<file path="config.mk">
export PLATFORM = sky130hd
export DESIGN_NAME = countdown_bcd_flat
export DESIGN_NICKNAME = d
export VERILOG_FILES = /design/src/rtl/doomsday_pkg.sv /design/src/rtl/countdown_bcd_if.sv /design/src/rtl/bcd_digit_dec.sv /design/src/rtl/countdown_bcd.sv /design/src/flat_wrapper.sv
export SDC_FILE = /design/constraint.sdc
export NUM_CORES = 1
export LEC_CHECK = 0
export CORE_ASPECT_RATIO = 0.7
export CORE_MARGIN = 4
export CORE_UTILIZATION = 61
export CTS_BUF_LIST = sky130_fd_sc_hd__clkbuf_8
export CTS_CLUSTER_DIAMETER = 80
export DETAILED_ROUTE_END_ITERATION = 6
export PLACE_DENSITY = 0.87
export SLEW_MARGIN = 20
export SYNTH_ARGS = -nofsm -noshare
export SYNTH_HDL_FRONTEND = slang
export SYNTH_SLANG_ARGS = --single-unit
</file>
<file path="constraint.sdc">
create_clock -name clk -period 6.7 [get_ports clk]
set_input_delay 1.34 -clock clk [delete_from_list [all_inputs] [get_ports clk]]
set_output_delay 1.34 -clock clk [all_outputs]
set_load 0.02 [all_outputs]
</file>
<file path="src/rtl/doomsday_pkg.sv">
// Shared definitions for the countdown timer.
//   state_t      : timer FSM states
//   bcd_t        : one 4-bit BCD digit
//   BCD_MAX_*    : largest legal value of a generic digit / the seconds-tens digit
//   sanitise_bcd : clamps each digit of an MM:SS value into its legal range
package doomsday_pkg;

  typedef enum logic [1:0] {
    IDLE    = 2'd0,
    RUN     = 2'd1,
    PAUSED  = 2'd2,
    EXPIRED = 2'd3
  } state_t;

  typedef logic [3:0] bcd_t;

  localparam bcd_t BCD_MAX_DIGIT    = 4'd9;
  localparam bcd_t BCD_MAX_SEC_TENS = 4'd5;

  function automatic bcd_t clamp_digit(input bcd_t d, input bcd_t max_val);
    return (d > max_val) ? max_val : d;
  endfunction

  // Layout: [15:12] min tens, [11:8] min ones, [7:4] sec tens, [3:0] sec ones.
  function automatic logic [15:0] sanitise_bcd(input logic [15:0] v);
    return {clamp_digit(v[15:12], BCD_MAX_DIGIT),
            clamp_digit(v[11:8],  BCD_MAX_DIGIT),
            clamp_digit(v[7:4],   BCD_MAX_SEC_TENS),
            clamp_digit(v[3:0],   BCD_MAX_DIGIT)};
  endfunction

endpackage

</file>
<file path="src/rtl/countdown_bcd_if.sv">
// Control/status bundle of the countdown timer.
//   start, stop   : level controls (stop wins when both are high)
//   load          : one-cycle pulse, copies load_value into the count
//   load_value    : BCD MM:SS start time
//   frame_start   : vertical-blank pulse, used only by the frame-sync build
//   big_bin       : displayed BCD MM:SS
//   running       : timer is counting
//   expired       : timer reached 00:00
//   tick          : one-cycle pulse per decrement
// master = controller/display side, slave = timer.
interface countdown_bcd_if;

  logic        start;
  logic        stop;
  logic        load;
  logic [15:0] load_value;
  logic        frame_start;
  logic [15:0] big_bin;
  logic        running;
  logic        expired;
  logic        tick;

  modport master (
    output start, stop, load, load_value, frame_start,
    input  big_bin, running, expired, tick
  );

  modport slave (
    input  start, stop, load, load_value, frame_start,
    output big_bin, running, expired, tick
  );

endinterface

</file>
<file path="src/rtl/bcd_digit_dec.sv">
// Single BCD digit decrementer, chained through borrow for multi-digit counts.
//   digit_in   : current digit
//   dec_in     : decrement request (borrow from the less significant digit)
//   wrap_value : value taken when decrementing from 0 (9, or 5 for seconds tens)
//   digit_out  : next digit
//   borrow_out : decrement request for the next more significant digit
module bcd_digit_dec
  import doomsday_pkg::*;
(
  input  bcd_t digit_in,
  input  logic dec_in,
  input  bcd_t wrap_value,
  output bcd_t digit_out,
  output logic borrow_out
);

  // NOTE: every output gets a default first so no path leaves it unassigned,
  // which is what keeps combinational blocks from inferring latches.
  always_comb begin
    digit_out  = digit_in;
    borrow_out = 1'b0;
    if (dec_in) begin
      if (digit_in == 4'd0) begin
        digit_out  = wrap_value;
        borrow_out = 1'b1;
      end else begin
        digit_out = digit_in - 4'd1;
      end
    end
  end

endmodule

</file>
<file path="src/rtl/countdown_bcd.sv">
// Four-digit BCD MM:SS countdown timer feeding the seven-segment drawer.
//   clk : pixel clock, rising edge
//   rst : synchronous, active-high reset
//   bus : countdown_bcd_if.slave (start/stop/load/load_value/frame_start in,
//         big_bin/running/expired/tick out)
// Parameters: TICK_DIV clk cycles per second (>= 2), RESET_VALUE BCD count at reset.
// Build option: COUNTDOWN_FRAME_SYNC_EN makes big_bin a shadow register that only
// follows the count on frame_start pulses, so digits never change mid-frame.
module countdown_bcd
  import doomsday_pkg::*;
#(
  parameter int          TICK_DIV    = 25_000_000,
  parameter logic [15:0] RESET_VALUE = 16'h0500
) (
  input logic            clk,
  input logic            rst,
  countdown_bcd_if.slave bus
);

  localparam int             PW         = $clog2(TICK_DIV);
  localparam logic [PW-1:0]  PRESC_LAST = PW'(TICK_DIV - 1);

  state_t        state_q, state_d;
  logic [PW-1:0] presc_q, presc_d;
  logic [15:0]   count_q, count_d;
  logic          tick_q, tick_d;
  logic          running_q, expired_q;

  // Decrement chain: sec ones -> sec tens -> min ones -> min tens.
  logic [15:0] count_dec;
  logic        b_sec_ones, b_sec_tens, b_min_ones, b_min_tens_unused;

  bcd_digit_dec u_sec_ones (
    .digit_in(count_q[3:0]),   .dec_in(1'b1),       .wrap_value(BCD_MAX_DIGIT),
    .digit_out(count_dec[3:0]),   .borrow_out(b_sec_ones)
  );
  bcd_digit_dec u_sec_tens (
    .digit_in(count_q[7:4]),   .dec_in(b_sec_ones), .wrap_value(BCD_MAX_SEC_TENS),
    .digit_out(count_dec[7:4]),   .borrow_out(b_sec_tens)
  );
  bcd_digit_dec u_min_ones (
    .digit_in(count_q[11:8]),  .dec_in(b_sec_tens), .wrap_value(BCD_MAX_DIGIT),
    .digit_out(count_dec[11:8]),  .borrow_out(b_min_ones)
  );
  // Borrow out of min tens never occurs: 00:00 is not decremented, it expires.
  bcd_digit_dec u_min_tens (
    .digit_in(count_q[15:12]), .dec_in(b_min_ones), .wrap_value(BCD_MAX_DIGIT),
    .digit_out(count_dec[15:12]), .borrow_out(b_min_tens_unused)
  );

  // Next-state logic. Priority is load > stop > start; load is ignored in RUN.
  always_comb begin
    state_d = state_q;
    presc_d = presc_q;
    count_d = count_q;
    tick_d  = 1'b0;
    if (bus.load && state_q != RUN) begin
      state_d = IDLE;
      presc_d = '0;
      count_d = sanitise_bcd(bus.load_value);
    end else begin
      unique case (state_q)
        IDLE: begin
          if (!bus.stop && bus.start && count_q != 16'h0000) begin
            state_d = RUN;
            presc_d = '0;
          end
        end
        RUN: begin
          if (bus.stop) begin
            state_d = PAUSED;  // prescaler holds, resume finishes the same second
          end else if (presc_q == PRESC_LAST) begin
            presc_d = '0;
            tick_d  = 1'b1;
            count_d = count_dec;
            if (count_dec == 16'h0000) state_d = EXPIRED;
          end else begin
            presc_d = presc_q + 1'b1;
          end
        end
        PAUSED: begin
          if (!bus.stop && bus.start) state_d = RUN;
        end
        EXPIRED: ;
        default: state_d = IDLE;
      endcase
    end
  end

  // NOTE: sequential state uses non-blocking assignments so every register
  // samples the pre-edge values, independent of statement order.
  always_ff @(posedge clk) begin
    if (rst) begin
      state_q   <= IDLE;
      presc_q   <= '0;
      count_q   <= RESET_VALUE;
      tick_q    <= 1'b0;
      running_q <= 1'b0;
      expired_q <= 1'b0;
    end else begin
      state_q   <= state_d;
      presc_q   <= presc_d;
      count_q   <= count_d;
      tick_q    <= tick_d;
      running_q <= (state_d == RUN);
      expired_q <= (state_d == EXPIRED);
    end
  end

`ifdef COUNTDOWN_FRAME_SYNC_EN
  logic [15:0] shadow_q;

  always_ff @(posedge clk) begin
    if (rst)                  shadow_q <= RESET_VALUE;
    else if (bus.frame_start) shadow_q <= count_q;
  end

  assign bus.big_bin = shadow_q;
`else
  logic frame_start_unused;
  assign frame_start_unused = bus.frame_start;
  assign bus.big_bin        = count_q;
`endif

  assign bus.running = running_q;
  assign bus.expired = expired_q;
  assign bus.tick    = tick_q;

endmodule

</file>
<file path="src/flat_wrapper.sv">
// flat-port wrapper written by rule: the top's interface ports become plain ports
module countdown_bcd_flat import doomsday_pkg::*;
#(
  parameter int          TICK_DIV    = 25_000_000,
  parameter logic [15:0] RESET_VALUE = 16'h0500
)
  (clk, rst, bus_start, bus_stop, bus_load, bus_load_value, bus_frame_start, bus_big_bin, bus_running, bus_expired, bus_tick);
  countdown_bcd_if bus_i ();
  input logic clk;
  input logic rst;
  input wire logic [$bits(bus_i.start)-1:0] bus_start;
  input wire logic [$bits(bus_i.stop)-1:0] bus_stop;
  input wire logic [$bits(bus_i.load)-1:0] bus_load;
  input wire logic [$bits(bus_i.load_value)-1:0] bus_load_value;
  input wire logic [$bits(bus_i.frame_start)-1:0] bus_frame_start;
  output wire logic [$bits(bus_i.big_bin)-1:0] bus_big_bin;
  output wire logic [$bits(bus_i.running)-1:0] bus_running;
  output wire logic [$bits(bus_i.expired)-1:0] bus_expired;
  output wire logic [$bits(bus_i.tick)-1:0] bus_tick;
  assign bus_i.start = bus_start;
  assign bus_i.stop = bus_stop;
  assign bus_i.load = bus_load;
  assign bus_i.load_value = bus_load_value;
  assign bus_i.frame_start = bus_frame_start;
  assign bus_big_bin = bus_i.big_bin;
  assign bus_running = bus_i.running;
  assign bus_expired = bus_i.expired;
  assign bus_tick = bus_i.tick;
  countdown_bcd #(.TICK_DIV(TICK_DIV), .RESET_VALUE(RESET_VALUE)) u_core (.clk(clk), .rst(rst), .bus(bus_i));
endmodule
</file>
==> impl_metrics.csv, run 1 <==
group,metric,value,unit
status,run_status,"finished, final reports clean",
logic_synthesis,number_of_nets_produced_by_synthesis,370,
routing,route.vias.total,2922,
setup_path,critPathRequiredTime,6.91,ns
floorplan,start_util,63.3,%
power_and_ir_drop,worst_ir_drop_vdd,0.000118,V
placement,place.detailed.instances,420,
grt,wire_length_of_the_first_global_routing_pass,12.5,mm
logic_synthesis,number_of_flops_mapped_to_enable_cells_by_yosys,0,
logic_synthesis,post_synthesis_async_set_or_reset_flop_share,0,%
floorplan,die_h,64.3,um
logic_synthesis,netlist.top_cell.by_area,"dfxtp_1",
setup_path,end_kind,"flip-flop",
logic_synthesis,synth_seq_area_share,33.4,%
grt,top_usage_layer,"met1",
grt,grt_util_met2,39.3,%
timing,max_freq,274,MHz
power_and_ir_drop,totalPowerFinal,546,uW
finish,instances_no_fill,427,
cts,clock_tree.buffer_depth,2,
floorplan,floorplan.rows,20,
finish,syn2layout_area_growth,17.0,%
floorplan,io_pins,41,
logic_synthesis,synth_warnings,0,
setup_path,r2r_start,"u_core.bus.big_bin[10]$_SDFFE_PP1P_",
setup_path,rr_worst_depth,5,
logic_synthesis,post_synth.cell_area_avg,7.95,um^2
grt,grt_max_degree,34,
setup_path,cpMaxStageDelayCell,"nor3_2",
timing,finalMaxSlewViolations,0,
routing,remaining_drc_errors,0,
floorplan,fp.coreArea,4350,um^2
cts,clock_latency_at_the_later_pin_of_the_worst_skew_pair,0.31,ns
cts,tritoncts.num_buffers,5,
logic_synthesis,synth_top_area_cells,"dfxtp_1, nand3_1, a211oi_1, xnor2_1, a2111oi_0",
setup_path,arrival,3.86,ns
placement,place.gp.congestion,0.927,
timing,layout_setup_ws,3.06,ns
grt,antenna_found_initial,0,
setup_path,ff2ff_setup_slack,3.82,ns
timing,hold_violations,0,
grt,grt_pass1_vias,2523,
setup_path,critPathLaunchType,"primary input",
cts,buffers_inserted_by_post_cts_timing_repair,0,
cts,cts.sink_count,46,
routing,via_per_inst,6.84,
routing,drt_iter0_drc,366,
logic_synthesis,library_cells_used_by_synthesis,57,
finish,stdcell_area,3230,um^2
hold_path,worstHoldEndpoint,"u_core.bus.big_bin[7]$_SDFFE_PP0P_",
power_and_ir_drop,static-leakage-power,0.964,nW
floorplan,die-area,5680,um^2
floorplan,die_w,88.4,um
power_and_ir_drop,p_per_area,169,nW/um^2
cts,ctsRootBufferMaster,"clkbuf_8",
timing,tightestPinTransition,0.998,ns
finish,drive_above_1_share,5.91,%
cts,post_cts.resized_instances,0,
placement,placed_cell_area,3140,um^2
grt,grt_util_met1,41.1,%
setup_path,path_cells,"clkdlybuf4s50_1, nor3b_2, nor3_2, a21o_1, a21oi_2, nor4_1",
timing,layout_worst_path_cycle_share,54.4,%
job,count_of_maximum_capacitance_violations,0,
setup_path,worst-path-buf-inv,1,
finish,final_common_cell,"dfxtp_1",
placement,buffer_ports.inserted,39,
timing,setup_viol,0,
routing,finalWirelength,7.52,mm
setup_path,crit_family,"simple AND/OR/NAND/NOR gates",
finish,final_util,74.1,%
grt,total_global_routing_track_utilization,27.7,%
timing,rsz0062_at_grt,"no",
setup_path,cpPeakStageDelay,0.83,ns
logic_synthesis,synthesis.instances,347,
setup_path,path_class,"in -> reg",
finish,insertedDiodeCount,0,
logic_synthesis,synth_top_area_share,33.4,%
placement,preCtsSetupSlack,2.82,ns
cts,clk_pin_slew,0.09,ns
finish,layout.cells.most_common_list,"dfxtp_1, clkdlybuf4s50_1, nor2_1, nand3_1, nand2_1",
cts,clock_tree_from_tritoncts,"done",
cts,cts_hold_buf,0,
finish,number_of_nets_in_the_layout,395,
routing,route.detailed.wl_per_inst,17.6,um
finish,nFillCells,340,
logic_synthesis,post_synth_instance_area,2760,um^2
routing,ant_nets,0,
timing,skew,0.00687,ns
logic_synthesis,synth_seq_cells,46,
logic_synthesis,yosys_most_used_dff,"dfxtp_1",
timing,holdWs,0.481,ns
timing,totalNegativeSetupSlack,0,ns
routing,firstDrtPassIters,5,
timing,period_minus_slack,3.64,ns
timing,maxSlewHeadroom,33.1,%
hold_path,holdCritPathClass,"reg -> reg",
setup_path,reg2reg_to,"u_core.presc_q[6]$_SDFFE_PP0P_",
cts,level_count_of_the_clock_h_tree,2,
placement,place.detailed.hpwl,5.25,mm
setup_path,crit_path_max_fanout,16,
grt,globalRouteMet3Util,5.54,%
hold_path,worst_hold_path.num_cells,2,
grt,global_route_total_overflow,0,
hold_path,min_from,"u_core.bus.big_bin[7]$_SDFFE_PP0P_",
[cells in the mapped netlist (all sizes together), types with 5 or more instances]
cell,count
dfxtp,46
nor2,26
nand3,24
nand2,21
nor3,21
clkbuf,20
a211oi,16
a21oi,16
nand4,14
a2111oi,13
xnor2,13
nor4,12
and4,11
a31oi,9
inv,9
o21ai,9
or3,9
buf,5
[power breakdown]
part	internal (mW)	total, mW	switching [mW]
Sequential	0.280	0.292	0.0119
Clock	0.0702	0.167	0.0966
Combinational	0.0378	0.0870	0.0492
Total	0.388	0.546	0.158
[layout make-up]
class / count / area [um^2] / area share (%)
clock inverters: 2 / 10.0 / 0.310
clock buffers: 5 / 68.8 / 2.13
inverters: 9 / 33.8 / 1.05
flip-flops and latches: 46 / 921 / 28.5
well taps: 55 / 68.8 / 2.13
multi-input cells: 267 / 1700 / 52.8
repair buffers: 43 / 420 / 13.0
[logic make-up (layout without fill, tap and decap cells)]
| kind of cell | Yosys count | count (layout) | share of synthesized area (%) |
|---|---|---|---|
| XOR/XNOR | 14 | 14 | 4.45 |
| buffers and inverters | 34 | 59 | 5.04 |
| flip-flops | 46 | 46 | 33.4 |
| AND/OR/NAND/NOR | 164 | 164 | 33.5 |
| adder cells (fa/ha/maj) | 1 | 1 | 0.454 |
| AO/OA/AOI/OAI | 85 | 85 | 22.1 |
| multiplexers | 3 | 3 | 1.09 |
[worst max path at each step]
stage                                      end     start  cells past startpoint
6_report        u_core.presc_q[6]$_SDFFE_PP0P_  bus_stop                      6
5_1_grt         u_core.presc_q[6]$_SDFFE_PP0P_  bus_stop                      6
4_1_cts         u_core.presc_q[6]$_SDFFE_PP0P_  bus_stop                      6
3_5_place_dp    u_core.presc_q[6]$_SDFFE_PP0P_  bus_stop                      6
3_3_place_gp    u_core.presc_q[6]$_SDFFE_PP0P_  bus_stop                      6
2_1_floorplan  u_core.presc_q[24]$_SDFFE_PP0P_  bus_stop                      5
[registers in the layout, indices dropped and copies added, names as in the netlist]
| name | count |
|---|---|
| u_core.state_q | 2 |
| u_core.bus.running | 1 |
| u_core.bus.tick | 1 |
| u_core.bus.big_bin | 16 |
| u_core.presc_q | 25 |
| u_core.bus.expired | 1 |
[tightest hold or removal path: stages, from the launching register on]
cell and delay, ns:
dfxtp_1 0.34, nand2_1 0.06, a21oi_1 0.04
[per-layer routing]
layer	vias to the layer above	wire (um)
li1	1394	-
met1	1359	3550
met2	155	3200
met3	14	642
met4	0	124
met5	-	0
No activity file was read; power rests on OpenSTA's default activity.
==> run 2: changes to the inputs <==
--- a/config.mk
+++ b/config.mk
@@ -7,11 +7,11 @@
 export LEC_CHECK = 0
 export CORE_ASPECT_RATIO = 0.7
 export CORE_MARGIN = 4
-export CORE_UTILIZATION = 61
+export CORE_UTILIZATION = 51
 export CTS_BUF_LIST = sky130_fd_sc_hd__clkbuf_8
 export CTS_CLUSTER_DIAMETER = 80
 export DETAILED_ROUTE_END_ITERATION = 6
-export PLACE_DENSITY = 0.87
+export PLACE_DENSITY = 0.78
 export SLEW_MARGIN = 20
 export SYNTH_ARGS = -nofsm -noshare
 export SYNTH_HDL_FRONTEND = slang
==> constraint.sdc (replaced) <==
create_clock -name clk -period 2.9 [get_ports clk]
set_input_delay 0.58 -clock clk [delete_from_list [all_inputs] [get_ports clk]]
set_output_delay 0.58 -clock clk [all_outputs]
set_load 0.02 [all_outputs]
==> run 2 against run 1 <==
- die area grew 17%
- flip-flop and latch count did not move
- critical path depth down 1
- clock skew up 0.0020 ns
- sequential share of layout area decreased by 0.95 points
- global-route usage down 4.3 points
- hold slack got worse by 0.017 ns
- cell count grew 6.8%
- count of clock-buffer cells in the layout is 1 higher
- core utilization decreased by 10 points
- setup slack got worse by 2.6 ns
- critical path type is now reg -> reg
- largest cell class unchanged
==> impl_metrics.csv, run 2 (synthesis results as in run 1) <==
group,metric,value,unit
status,run_status,"finished, final reports clean",
cts,level_count_of_the_clock_h_tree,2,
finish,stdcell_area,3340,um^2
finish,top_register,"u_core.presc_q",
cts,tritoncts.num_buffers,5,
grt,wire_length_of_the_first_global_routing_pass,12.7,mm
cts,clock_latency_at_the_later_pin_of_the_worst_skew_pair,0.29,ns
timing,tightestPinTransition,0.644,ns
cts,cts.sink_count,46,
power_and_ir_drop,static-leakage-power,1.03,nW
job,count_of_maximum_capacitance_violations,0,
placement,preCtsSetupSlack,0.202,ns
placement,placed_cell_area,3250,um^2
grt,total_global_routing_track_utilization,23.4,%
timing,max_freq,401,MHz
floorplan,floorplan.rows,22,
finish,syn2layout_area_growth,21.0,%
power_and_ir_drop,p_per_area,387,nW/um^2
timing,skew,0.00883,ns
setup_path,crit_path_max_fanout,10,
cts,clk_pin_slew,0.09,ns
setup_path,arrival,2.68,ns
routing,remaining_drc_errors,0,
timing,finalMaxSlewViolations,0,
routing,via_per_inst,6.41,
timing,setup_viol,0,
finish,drive_above_1_share,8.33,%
floorplan,die_h,69.5,um
setup_path,path_class,"reg -> reg",
setup_path,worst-path-buf-inv,0,
routing,drt_iter0_drc,347,
floorplan,io_pins,41,
grt,grt_max_degree,19,
timing,period_minus_slack,2.49,ns
finish,layout.cells.most_common_list,"dfxtp_1, clkdlybuf4s50_1, nor2_1, nand3_1, nand2_1",
power_and_ir_drop,worst_ir_drop_vdd,0.000211,V
routing,finalWirelength,7.78,mm
floorplan,die-area,6670,um^2
setup_path,critPathLaunchType,"flip-flop",
setup_path,cpPeakStageDelay,0.60,ns
floorplan,fp.coreArea,5230,um^2
placement,place.gp.congestion,0.918,
timing,hold_violations,0,
placement,buffer_ports.inserted,39,
grt,antenna_found_initial,0,
timing,holdWs,0.464,ns
timing,maxSlewHeadroom,56.8,%
cts,clock_tree_from_tritoncts,"done",
cts,buffers_inserted_by_post_cts_timing_repair,0,
timing,layout_setup_ws,0.409,ns
cts,cts_hold_buf,0,
timing,rsz0062_at_grt,"no",
setup_path,critPathRequiredTime,3.09,ns
finish,number_of_nets_in_the_layout,406,
grt,global_route_total_overflow,0,
routing,firstDrtPassIters,5,
hold_path,holdCritPathClass,"reg -> reg",
finish,final_common_cell,"dfxtp_1",
setup_path,path_cells,"or4_4, or3_1, o41ai_1, nand4_1, o211a_1",
setup_path,cpMaxStageDelayCell,"or4_4",
setup_path,end_kind,"flip-flop",
finish,insertedDiodeCount,0,
floorplan,start_util,52.7,%
finish,final_util,63.8,%
routing,route.vias.total,2924,
timing,totalNegativeSetupSlack,0,ns
placement,place.detailed.hpwl,5.65,mm
timing,layout_worst_path_cycle_share,85.9,%
finish,largest_register_ff_count,25,
routing,route.detailed.wl_per_inst,17.1,um
cts,clock_tree.buffer_depth,2,
cts,ctsRootBufferMaster,"clkbuf_8",
grt,grt_pass1_vias,2553,
floorplan,die_w,95.9,um
setup_path,crit_family,"simple AND/OR/NAND/NOR gates",
cts,post_cts.resized_instances,0,
routing,ant_nets,0,
finish,nFillCells,480,
run 2: path summary, 6_finish.rpt:
path                                                    startpoint                                  to  slack, ns  cells after the start
worst min-delay path            u_core.bus.big_bin[7]$_SDFFE_PP0P_  u_core.bus.big_bin[7]$_SDFFE_PP0P_       0.46                      2
worst min register to register  u_core.bus.big_bin[7]$_SDFFE_PP0P_  u_core.bus.big_bin[7]$_SDFFE_PP0P_       0.46                      2
worst max-delay path            u_core.bus.big_bin[1]$_SDFFE_PP0P_       u_core.bus.running$_SDFF_PP0_       0.41                      5
worst max register to register  u_core.bus.big_bin[1]$_SDFFE_PP0P_       u_core.bus.running$_SDFF_PP0_       0.41                      5
run 2: routing by layer:
layer  GRT usage [%]  vias to the layer above  part of all wire [%]
met4            5.05                        0                  0.73
met2            31.3                      158                    41
met1            37.6                     1342                    49
met3            5.21                        8                   9.8
met5               0                        -                     0
li1                -                     1416                     -
run 2: power by group:
group | switching, mW | total, mW | leakage, nW | internal (mW)
clock network | 0.218 | 0.407 | 0.0524 | 0.189
registers | 0.0279 | 0.675 | 0.374 | 0.647
logic | 0.115 | 0.209 | 0.601 | 0.0941
run 2: final cells by class:
type	count	area (um^2)	area share, %
multi-input combinational	267	1700	50.9
sequential	46	921	27.6
timing repair buffer	54	503	15.1
tap	72	90.1	2.70
clock buffer	6	82.6	2.47
inverter	9	33.8	1.01
clock inverter	2	8.76	0.262
run 2: worst register-to-register path, stage by stage (launching register included):
cell	delay, ns
dfxtp_1	0.39
or4_4	0.60
or3_1	0.48
o41ai_1	0.42
nand4_1	0.23
o211a_1	0.27
run 2: through the flow:
stage	power (mW)	std cells
after detailed placement	0.893	448
after global routing	1.34	456
final	1.29	456
after global placement	0.891	448
after CTS	1.30	456
after floorplan	0.800	347
